[src/rtl/tri_state_selector.sv]
// Registered three-state selector: fixed-priority requests (in0 > in1 > in2)
// pick a one-hot state each clock; no request holds, illegal codes recover to state 0.
module tri_state_selector #(
  parameter int RESET_STATE = 0
) (
  input  logic clk,
  input  logic rst,
  input  logic in0,
  input  logic in1,
  input  logic in2,
  output logic state0,
  output logic state1,
  output logic state2
);

  // Out-of-range RESET_STATE values fall back to state 0.
  localparam logic [2:0] RST_ONEHOT = (RESET_STATE == 1) ? 3'b010 :
                                      (RESET_STATE == 2) ? 3'b100 : 3'b001;

  logic [2:0] q;
  logic [2:0] nxt;
  logic       q_legal;

  assign q_legal = (q == 3'b001) || (q == 3'b010) || (q == 3'b100);

  always_comb begin
    nxt = q;
    if (in0)           nxt = 3'b001;
    else if (in1)      nxt = 3'b010;
    else if (in2)      nxt = 3'b100;
    else if (!q_legal) nxt = 3'b001;
  end

  always_ff @(posedge clk) begin
    if (rst) q <= RST_ONEHOT;
    else     q <= nxt;
  end

  assign state0 = q[0];
  assign state1 = q[1];
  assign state2 = q[2];

endmodule

[config.mk]
export PLATFORM = sky130hd
export DESIGN_NAME = tri_state_selector
export DESIGN_NICKNAME = d
export VERILOG_FILES = /design/src/rtl/tri_state_selector.sv
export SDC_FILE = /design/constraint.sdc
export NUM_CORES = 1
export LEC_CHECK = 0
export ABC_AREA = 1
export BUFFER_PORTS_ARGS = -buffer_cell sky130_fd_sc_hd__buf_2
export CAP_MARGIN = 20
export CORE_AREA = 2 2 39 41
export DETAILED_ROUTE_END_ITERATION = 10
export DIE_AREA = 0 0 41 43
export SLEW_MARGIN = 25
export SYNTH_ARGS = -nofsm -noshare
export SYNTH_HDL_FRONTEND = slang
export SYNTH_SLANG_ARGS = --single-unit
[constraint.sdc]
create_clock -name clk -period 0.8 [get_ports clk]
set_input_delay 0.04 -clock clk [delete_from_list [all_inputs] [get_ports clk]]
set_output_delay 0.04 -clock clk [all_outputs]
set_load 0.02 [all_outputs]
==> results of run 1 <==
-- cells in the mapped netlist (all sizes together) --
cell type / n / share of area [%]
a21boi: 1 / 5.3
a21oi: 1 / 3.5
dfxtp: 3 / 42
inv: 5 / 13
nand2: 3 / 7.9
nand3: 4 / 14
nand4: 2 / 8.8
nor2: 2 / 5.3
-- metal layers --
layer / track usage, % / routed length [um] / up-vias
li1: - / - / 89
met3: 4.71 / 21 / 0
met4: 2.00 / 0 / 0
met1: 5.75 / 191 / 78
met5: 0 / 0 / -
met2: 6.56 / 182 / 7
-- where the power goes --
group	switching (W)	leakage, nW	internal (W)	total [W]
Clock	0.0000801	0.0150	0.000187	0.000267
Sequential	0.00000936	0.0256	0.000157	0.000166
Combinational	0.0000370	0.0785	0.0000286	0.0000657
Total	0.000126	0.119	0.000373	0.000499
-- cell type report --
cell class,instances,area (um^2)
Inverter,5,21.3
Multi-Input combinational cell,13,86.3
Sequential cell,3,66.3
Timing Repair Buffer,7,40.0
Clock buffer,4,26.3
Tap cell,16,20.0
Fill cell,159,1120
-- worst max-delay path by stage --
| stage | from | end | slack, ps | cells past startpoint |
|---|---|---|---|---|
| floorplan | q[1] | q[0] | 10 | 5 |
| global placement | q[1] | q[0] | 60 | 4 |
| detailed placement | q[1] | q[0] | 30 | 5 |
| CTS | q[1] | state1 | 20 | 1 |
| global route | q[0] | q[0] | -40 | 5 |
| finish | q[0] | state0 | 20 | 1 |
-- logic make-up (layout without fill, tap and decap cells) --
| group | after synthesis | count (layout) | share of synthesized area (%) |
|---|---|---|---|
| AND/OR/NAND/NOR | 11 | 11 | 36.0 |
| buffers and inverters | 5 | 16 | 13.2 |
| flip-flops | 3 | 3 | 42.1 |
| AO/OA/AOI/OAI | 2 | 2 | 8.77 |
-- timing repair --
action                                  4_1_cts  5_1_grt
resized for setup                             2        7
pin swaps                                     0        1
endpoints found under the setup margin        2        2
hold endpoints to repair                      0        0
-- metrics by stage --
| stage | util, % | hold slack (ps) |
|---|---|---|
| 4_1_cts | 16.8 | 29.8 |
| 5_1_grt | 18.8 | 51.9 |
| 3_5_place_dp | 14.6 | 277 |
| 2_1_floorplan | - | 168 |
| 6_report | 18.8 | 39.4 |
| 3_3_place_gp | 14.6 | 272 |
-- cell usage in the layout (no fill, tap or decap), types with 2 or more instances in the layout --
cell      n
buf_2     5
buf_4     2
clkbuf_4  3
dfxtp_2   2
inv_1     3
nand2_1   2
nand3_2   4
nand4_1   2
nor2_1    2
==> impl_metrics.env, run 1 <==
export IMPL_largest_reg_flops=3
export IMPL_crit_chain="buf_4"
export IMPL_path_clk_slew_ps=40
export IMPL_post_synth_cell_area_avg_um2=6.79
export IMPL_ys_types=9
export IMPL_die_x_um=41
export IMPL_routedWlPerCell_um=8.25
export IMPL_ant_nets=0
export IMPL_reg2reg_depth=5
export IMPL_grt_max_degree=5
export IMPL_die_h_um=43
export IMPL_rsz0062_at_grt="true"
export IMPL_via_per_inst=3.63
export IMPL_skew_ps=2.45
export IMPL_maxSlewViolCount=0
export IMPL_netlist_instances=21
export IMPL_grt_pass1_wl_um=586
export IMPL_fmax_mhz=1280
export IMPL_worstSetupStartpointType="register"
export IMPL_dpl_cell_area_um2=201
export IMPL_dr_first_iter_drc_count=4
export IMPL_crit_slowest_cell="dfxtp_4"
export IMPL_cts_root_buf="clkbuf_4"
export IMPL_diodes=0
export IMPL_place_ws_ps=28.8
export IMPL_slew_headroom_pct=85.3
export IMPL_overflow=0
export IMPL_hp_start="rst"
export IMPL_tightestPinTransition_ps=219
export IMPL_finalWorstSetupSlack_ps=18.9
export IMPL_die_area_mm2=0.00176
export IMPL_status="complete, no violations"
export IMPL_cts_tree="built"
export IMPL_postCtsSetupRepairBufs=0
export IMPL_yosysWarnings=0
export IMPL_top_regs="q (3)"
export IMPL_place_inst=44
export IMPL_p_per_area_mw_per_mm2=1920
export IMPL_drc=0
export IMPL_synth_nets=26
export IMPL_htreeDepth=1
export IMPL_cp_arrival_ps=740
export IMPL_cts_buffers=3
export IMPL_grt_usage_pct=5.11
export IMPL_setup_viol=0
export IMPL_synth_area_um2=143
export IMPL_drt_total_wl_um=396
export IMPL_drive_gt1_share_pct=62.5
export IMPL_vias=174
export IMPL_clock_sinks=3
export IMPL_path_buf_inv=1
export IMPL_layout_nets=38
export IMPL_first_global_vias=171
export IMPL_fin_crit_sh_pct=97.6
export IMPL_dr_pass1_iters=4
export IMPL_num_io_pins=8
export IMPL_fin_crit_ps=781
export IMPL_largest_register="q"
export IMPL_finalNonFillerCells=48
export IMPL_p_leak_nw=0.119
export IMPL_area_growth_synth_to_final_pct=82.5
export IMPL_io_buffer_count=7
export IMPL_crit_type="reg2out"
export IMPL_fin_area_um2=260
export IMPL_end_kind="output pin"
export IMPL_rows=14
export IMPL_r2r_end="q[0]"
export IMPL_clock_path_buffers=2
export IMPL_r2r_start="q[0]"
export IMPL_slowest_delay_ps=350
export IMPL_rrSetupSlack_ps=20
export IMPL_hold_violations=0
export IMPL_core_area_mm2=0.00138
export IMPL_antenna_found_initial=0
export IMPL_critPathRequiredTime_ps=760
export IMPL_cts_hold_buf=0
export IMPL_min_to="q[0]"
export IMPL_worst_hold_path_type="in2reg"
export IMPL_gp_congestion=0.702
export IMPL_clk_latency_ps=230
export IMPL_start_util_pct=10.3
export IMPL_peakVddDrop_v=0.000574
export IMPL_p_total_w=0.000499
export IMPL_cap_violations=0
export IMPL_fin_tns_setup_ps=0
export IMPL_synth_seq_cells=3
export IMPL_whs_path_depth=3
export IMPL_path_max_fanout=4
export IMPL_seq_area_frac_synth_pct=42.1
export IMPL_critPathTopFamily="flip-flops"
Note: power is estimated with default switching activity, not from simulation.
==> run 2, diff against run 1 <==
==> constraint.sdc (replaced) <==
create_clock -name clk -period 0.8 [get_ports clk]
set_input_delay 0.16 -clock clk [delete_from_list [all_inputs] [get_ports clk]]
set_output_delay 0.16 -clock clk [all_outputs]
set_load 0.02 [all_outputs]
==> impl_metrics.env, run 2 (same netlist as run 1, synthesis figures left out) <==
export IMPL_worst_hold_path_type="in2reg"
export IMPL_largest_register="q"
export IMPL_dr_pass1_iters=4
export IMPL_die_area_mm2=0.00176
export IMPL_place_inst=44
export IMPL_clock_path_buffers=2
export IMPL_die_x_um=41
export IMPL_final_cell_mix="4 x nand3_1, 4 x buf_2"
export IMPL_peakVddDrop_v=0.000560
export IMPL_start_util_pct=10.3
export IMPL_layout_nets=38
export IMPL_diodes=0
export IMPL_worstSetupStartpointType="register"
export IMPL_critPathTopFamily="flip-flops"
export IMPL_antenna_found_initial=0
export IMPL_fin_crit_sh_pct=109
export IMPL_place_ws_ps=28.8
export IMPL_cts_buffers=3
export IMPL_dpl_cell_area_um2=201
export IMPL_rsz0062_at_grt="true"
export IMPL_comb_power_share_pct=12.2
export IMPL_maxSlewViolCount=0
export IMPL_clkPwrFrac_pct=54.7
export IMPL_largest_reg_flops=3
export IMPL_finalWorstSetupSlack_ps=-70.3
export IMPL_grt_pass1_wl_um=579
export IMPL_via_per_inst=3.65
export IMPL_drt_total_wl_um=361
export IMPL_dr_first_iter_drc_count=1
export IMPL_fin_area_um2=251
export IMPL_fmax_mhz=1150
export IMPL_hold_violations=0
export IMPL_crit_type="reg2out"
export IMPL_skew_ps=0.690
export IMPL_path_buf_inv=1
export IMPL_drive_gt1_share_pct=46.9
export IMPL_status="finished, violations left"
export IMPL_cts_tree="built"
export IMPL_core_area_mm2=0.00138
export IMPL_path_max_fanout=4
export IMPL_grt_max_degree=5
export IMPL_p_leak_nw=0.115
export IMPL_die_h_um=43
export IMPL_area_growth_synth_to_final_pct=76.3
export IMPL_num_io_pins=8
export IMPL_gp_congestion=0.702
export IMPL_seq_power_share_pct=33.1
export IMPL_whs_ps=162
export IMPL_slowest_delay_ps=350
export IMPL_top_regs="q (3)"
export IMPL_cp_arrival_ps=710
export IMPL_clk_latency_ps=230
export IMPL_clock_sinks=3
export IMPL_vias=175
export IMPL_cap_violations=0
export IMPL_p_int_w=0.000371
export IMPL_end_kind="output pin"
export IMPL_htreeDepth=1
export IMPL_finalNonFillerCells=48
export IMPL_fin_crit_ps=870
export IMPL_cts_hold_buf=0
export IMPL_tightestPinTransition_ps=171
export IMPL_overflow=0
export IMPL_first_global_vias=170
export IMPL_io_buffer_count=7
export IMPL_crit_slowest_cell="dfxtp_4"
export IMPL_crit_chain="buf_6"
export IMPL_violations="negative setup slack"
export IMPL_cts_root_buf="clkbuf_4"
export IMPL_p_switching_w=0.000122
export IMPL_grt_usage_pct=5.11
export IMPL_drc=0
export IMPL_slew_headroom_pct=88.6
export IMPL_rows=14
export IMPL_path_clk_slew_ps=40
export IMPL_routedWlPerCell_um=7.52
export IMPL_ant_nets=0
export IMPL_switching_share_pct=24.8
export IMPL_setup_viol=3
export IMPL_critPathRequiredTime_ps=640
export IMPL_p_per_area_mw_per_mm2=1960
[run 2: cell counts in the layout (fill, tap and decap cells not counted)]
Identical to the previous run, type by type.
[run 2: metrics by stage]
step	power (W)	utilization [%]	TNS (ps)
2_1_floorplan	0.000198	-	0
3_3_place_gp	0.000219	14.6	0
3_5_place_dp	0.000221	14.6	0
4_1_cts	0.000506	18.2	-221
5_1_grt	0.000531	18.2	-301
6_report	0.000494	18.2	-190
[run 2: timing repair]
item / CTS / global route
setup endpoints to repair: 3 / 4
endpoints found under the hold margin: 0 / 0
gates resized for setup: 8 / 0
buffers inserted: 0 / 0
[run 2: power groups by stage]
stage          combinational (W)  clock, W  sequential [W]
2_1_floorplan          0.0000229         0        0.000175
3_3_place_gp           0.0000510         0        0.000168
3_5_place_dp           0.0000526         0        0.000168
4_1_cts                0.0000601  0.000282        0.000164
5_1_grt                0.0000660  0.000300        0.000165
6_report               0.0000600  0.000270        0.000164
[run 2: final cells by class]
| type | instances | area, um^2 |
|---|---|---|
| well taps | 16 | 20.0 |
| flip-flops and latches | 3 | 68.8 |
| inverters | 5 | 18.8 |
| fillers | 152 | 1130 |
| repair buffers | 7 | 53.8 |
| multi-input cells | 13 | 63.8 |
| clock buffers | 4 | 26.3 |
[run 2: final timing paths]
kind | start | endpoint | slack [ps] | cells after the start
setup / recovery | q[0] | state0 | -70 | 1
hold / removal | rst | q[0] | 160 | 3
setup reg to reg | q[1] | q[0] | 20 | 4
hold reg to reg | q[2] | q[2] | 520 | 2
[run 2: routing by layer]
layer | GRT usage, % | vias up | wire, um
met5 | 0 | - | 0
met1 | 5.11 | 80 | 180
met4 | 2.00 | 0 | 0
li1 | - | 90 | -
met2 | 7.19 | 5 | 163
met3 | 4.71 | 0 | 17
==> run 3, diff against run 2 <==
- SKIP_CTS_REPAIR_TIMING: not set -> 1
==> impl_metrics.env, run 3 (same netlist as run 1, synthesis figures left out) <==
export IMPL_cts_tree="built"
export IMPL_ant_nets=0
export IMPL_area_growth_synth_to_final_pct=76.3
export IMPL_fin_crit_sh_pct=109
export IMPL_worstSetupStartpoint="q[0]"
export IMPL_first_global_vias=171
export IMPL_r2r_start="q[1]"
export IMPL_dr_pass1_iters=4
export IMPL_whs_ps=162
export IMPL_vias=175
export IMPL_die_h_um=43
export IMPL_maxSlewViolCount=0
export IMPL_num_io_pins=8
export IMPL_largest_reg_flops=3
export IMPL_drt_total_wl_um=361
export IMPL_grt_usage_pct=5.11
export IMPL_final_util_pct=18.2
export IMPL_place_ws_ps=28.8
export IMPL_setup_viol=3
export IMPL_clock_sinks=3
export IMPL_rrSetupSlack_ps=20
export IMPL_skew_ps=0.690
export IMPL_crit_chain="buf_6"
export IMPL_reg2reg_depth=4
export IMPL_die_x_um=41
export IMPL_start_util_pct=10.3
export IMPL_clock_path_buffers=2
export IMPL_crit_slowest_cell="dfxtp_4"
export IMPL_final_cell_mix="4 x nand3_1, 4 x buf_2"
export IMPL_tightestPinTransition_ps=171
export IMPL_cts_root_buf="clkbuf_4"
export IMPL_path_max_fanout=4
export IMPL_top_regs="q (3)"
export IMPL_rsz0062_at_grt="true"
export IMPL_finalWorstSetupSlack_ps=-70.3
export IMPL_cp_arrival_ps=710
export IMPL_critPathTopFamily="flip-flops"
export IMPL_worst_hold_path_type="in2reg"
export IMPL_fin_area_um2=251
export IMPL_status="finished, violations left"
export IMPL_io_buffer_count=7
export IMPL_slowest_delay_ps=350
export IMPL_core_area_mm2=0.00138
export IMPL_antenna_found_initial=0
export IMPL_cts_buffers=3
export IMPL_dr_first_iter_drc_count=1
export IMPL_worst_path_stages=1
export IMPL_rows=14
export IMPL_cap_violations=0
export IMPL_die_area_mm2=0.00176
export IMPL_gp_congestion=0.702
export IMPL_crit_end="state0"
export IMPL_via_per_inst=3.65
export IMPL_drive_gt1_share_pct=46.9
export IMPL_fmax_mhz=1150
export IMPL_fin_tns_setup_ps=-190
export IMPL_critPathRequiredTime_ps=640
export IMPL_hp_start="rst"
export IMPL_violations="negative setup slack"
export IMPL_crit_type="reg2out"
export IMPL_slew_headroom_pct=88.6
export IMPL_worstSetupStartpointType="register"
export IMPL_diodes=0
export IMPL_drc=0
export IMPL_p_leak_nw=0.115
export IMPL_htreeDepth=1
export IMPL_fin_crit_ps=870
export IMPL_clk_latency_ps=230
export IMPL_grt_max_degree=5
export IMPL_largest_register="q"
export IMPL_end_kind="output pin"
export IMPL_hold_violations=0
export IMPL_r2r_end="q[0]"
export IMPL_layout_nets=38
export IMPL_path_clk_slew_ps=40
export IMPL_p_per_area_mw_per_mm2=1960
export IMPL_routedWlPerCell_um=7.52
export IMPL_dpl_cell_area_um2=201
export IMPL_overflow=0
export IMPL_peakVddDrop_v=0.000560
export IMPL_path_buf_inv=1
export IMPL_grt_pass1_wl_um=586
## run 3: worst min-delay path by stage
stage | to | slack, ps | depth (start not counted)
4_1_cts | q[0] | 150 | 3
6_report | q[0] | 160 | 3
2_1_floorplan | q[0] | 290 | 2
3_5_place_dp | q[0] | 400 | 3
5_1_grt | q[0] | 170 | 3
3_3_place_gp | q[0] | 390 | 3
## run 3: per-layer routing
| layer | track usage, % | vias to the layer above | share of wire (%) |
|---|---|---|---|
| met5 | 0 | - | 0 |
| met4 | 2.00 | 0 | 0 |
| met3 | 4.71 | 0 | 4.7 |
| met2 | 6.56 | 5 | 45 |
| met1 | 5.75 | 80 | 50 |
| li1 | - | 90 | - |
## run 3: final cells by class
cell class / instances / area (um^2)
Sequential cell: 3 / 68.8
Inverter: 5 / 18.8
Multi-Input combinational cell: 13 / 63.8
Tap cell: 16 / 20.0
Timing Repair Buffer: 7 / 53.8
Clock buffer: 4 / 26.3
Fill cell: 152 / 1130
## run 3: metrics by stage
step | total power (W) | cells
2_1_floorplan | 0.000198 | 21
3_3_place_gp | 0.000219 | 44
3_5_place_dp | 0.000221 | 44
4_1_cts | 0.000501 | 48
5_1_grt | 0.000531 | 48
6_report | 0.000494 | 48
## run 3: power breakdown
group          internal, W  total (W)  switching, W
Clock             0.000187   0.000270     0.0000828
Combinational    0.0000293  0.0000600     0.0000307
Sequential        0.000155   0.000164    0.00000876
Total             0.000371   0.000494      0.000122
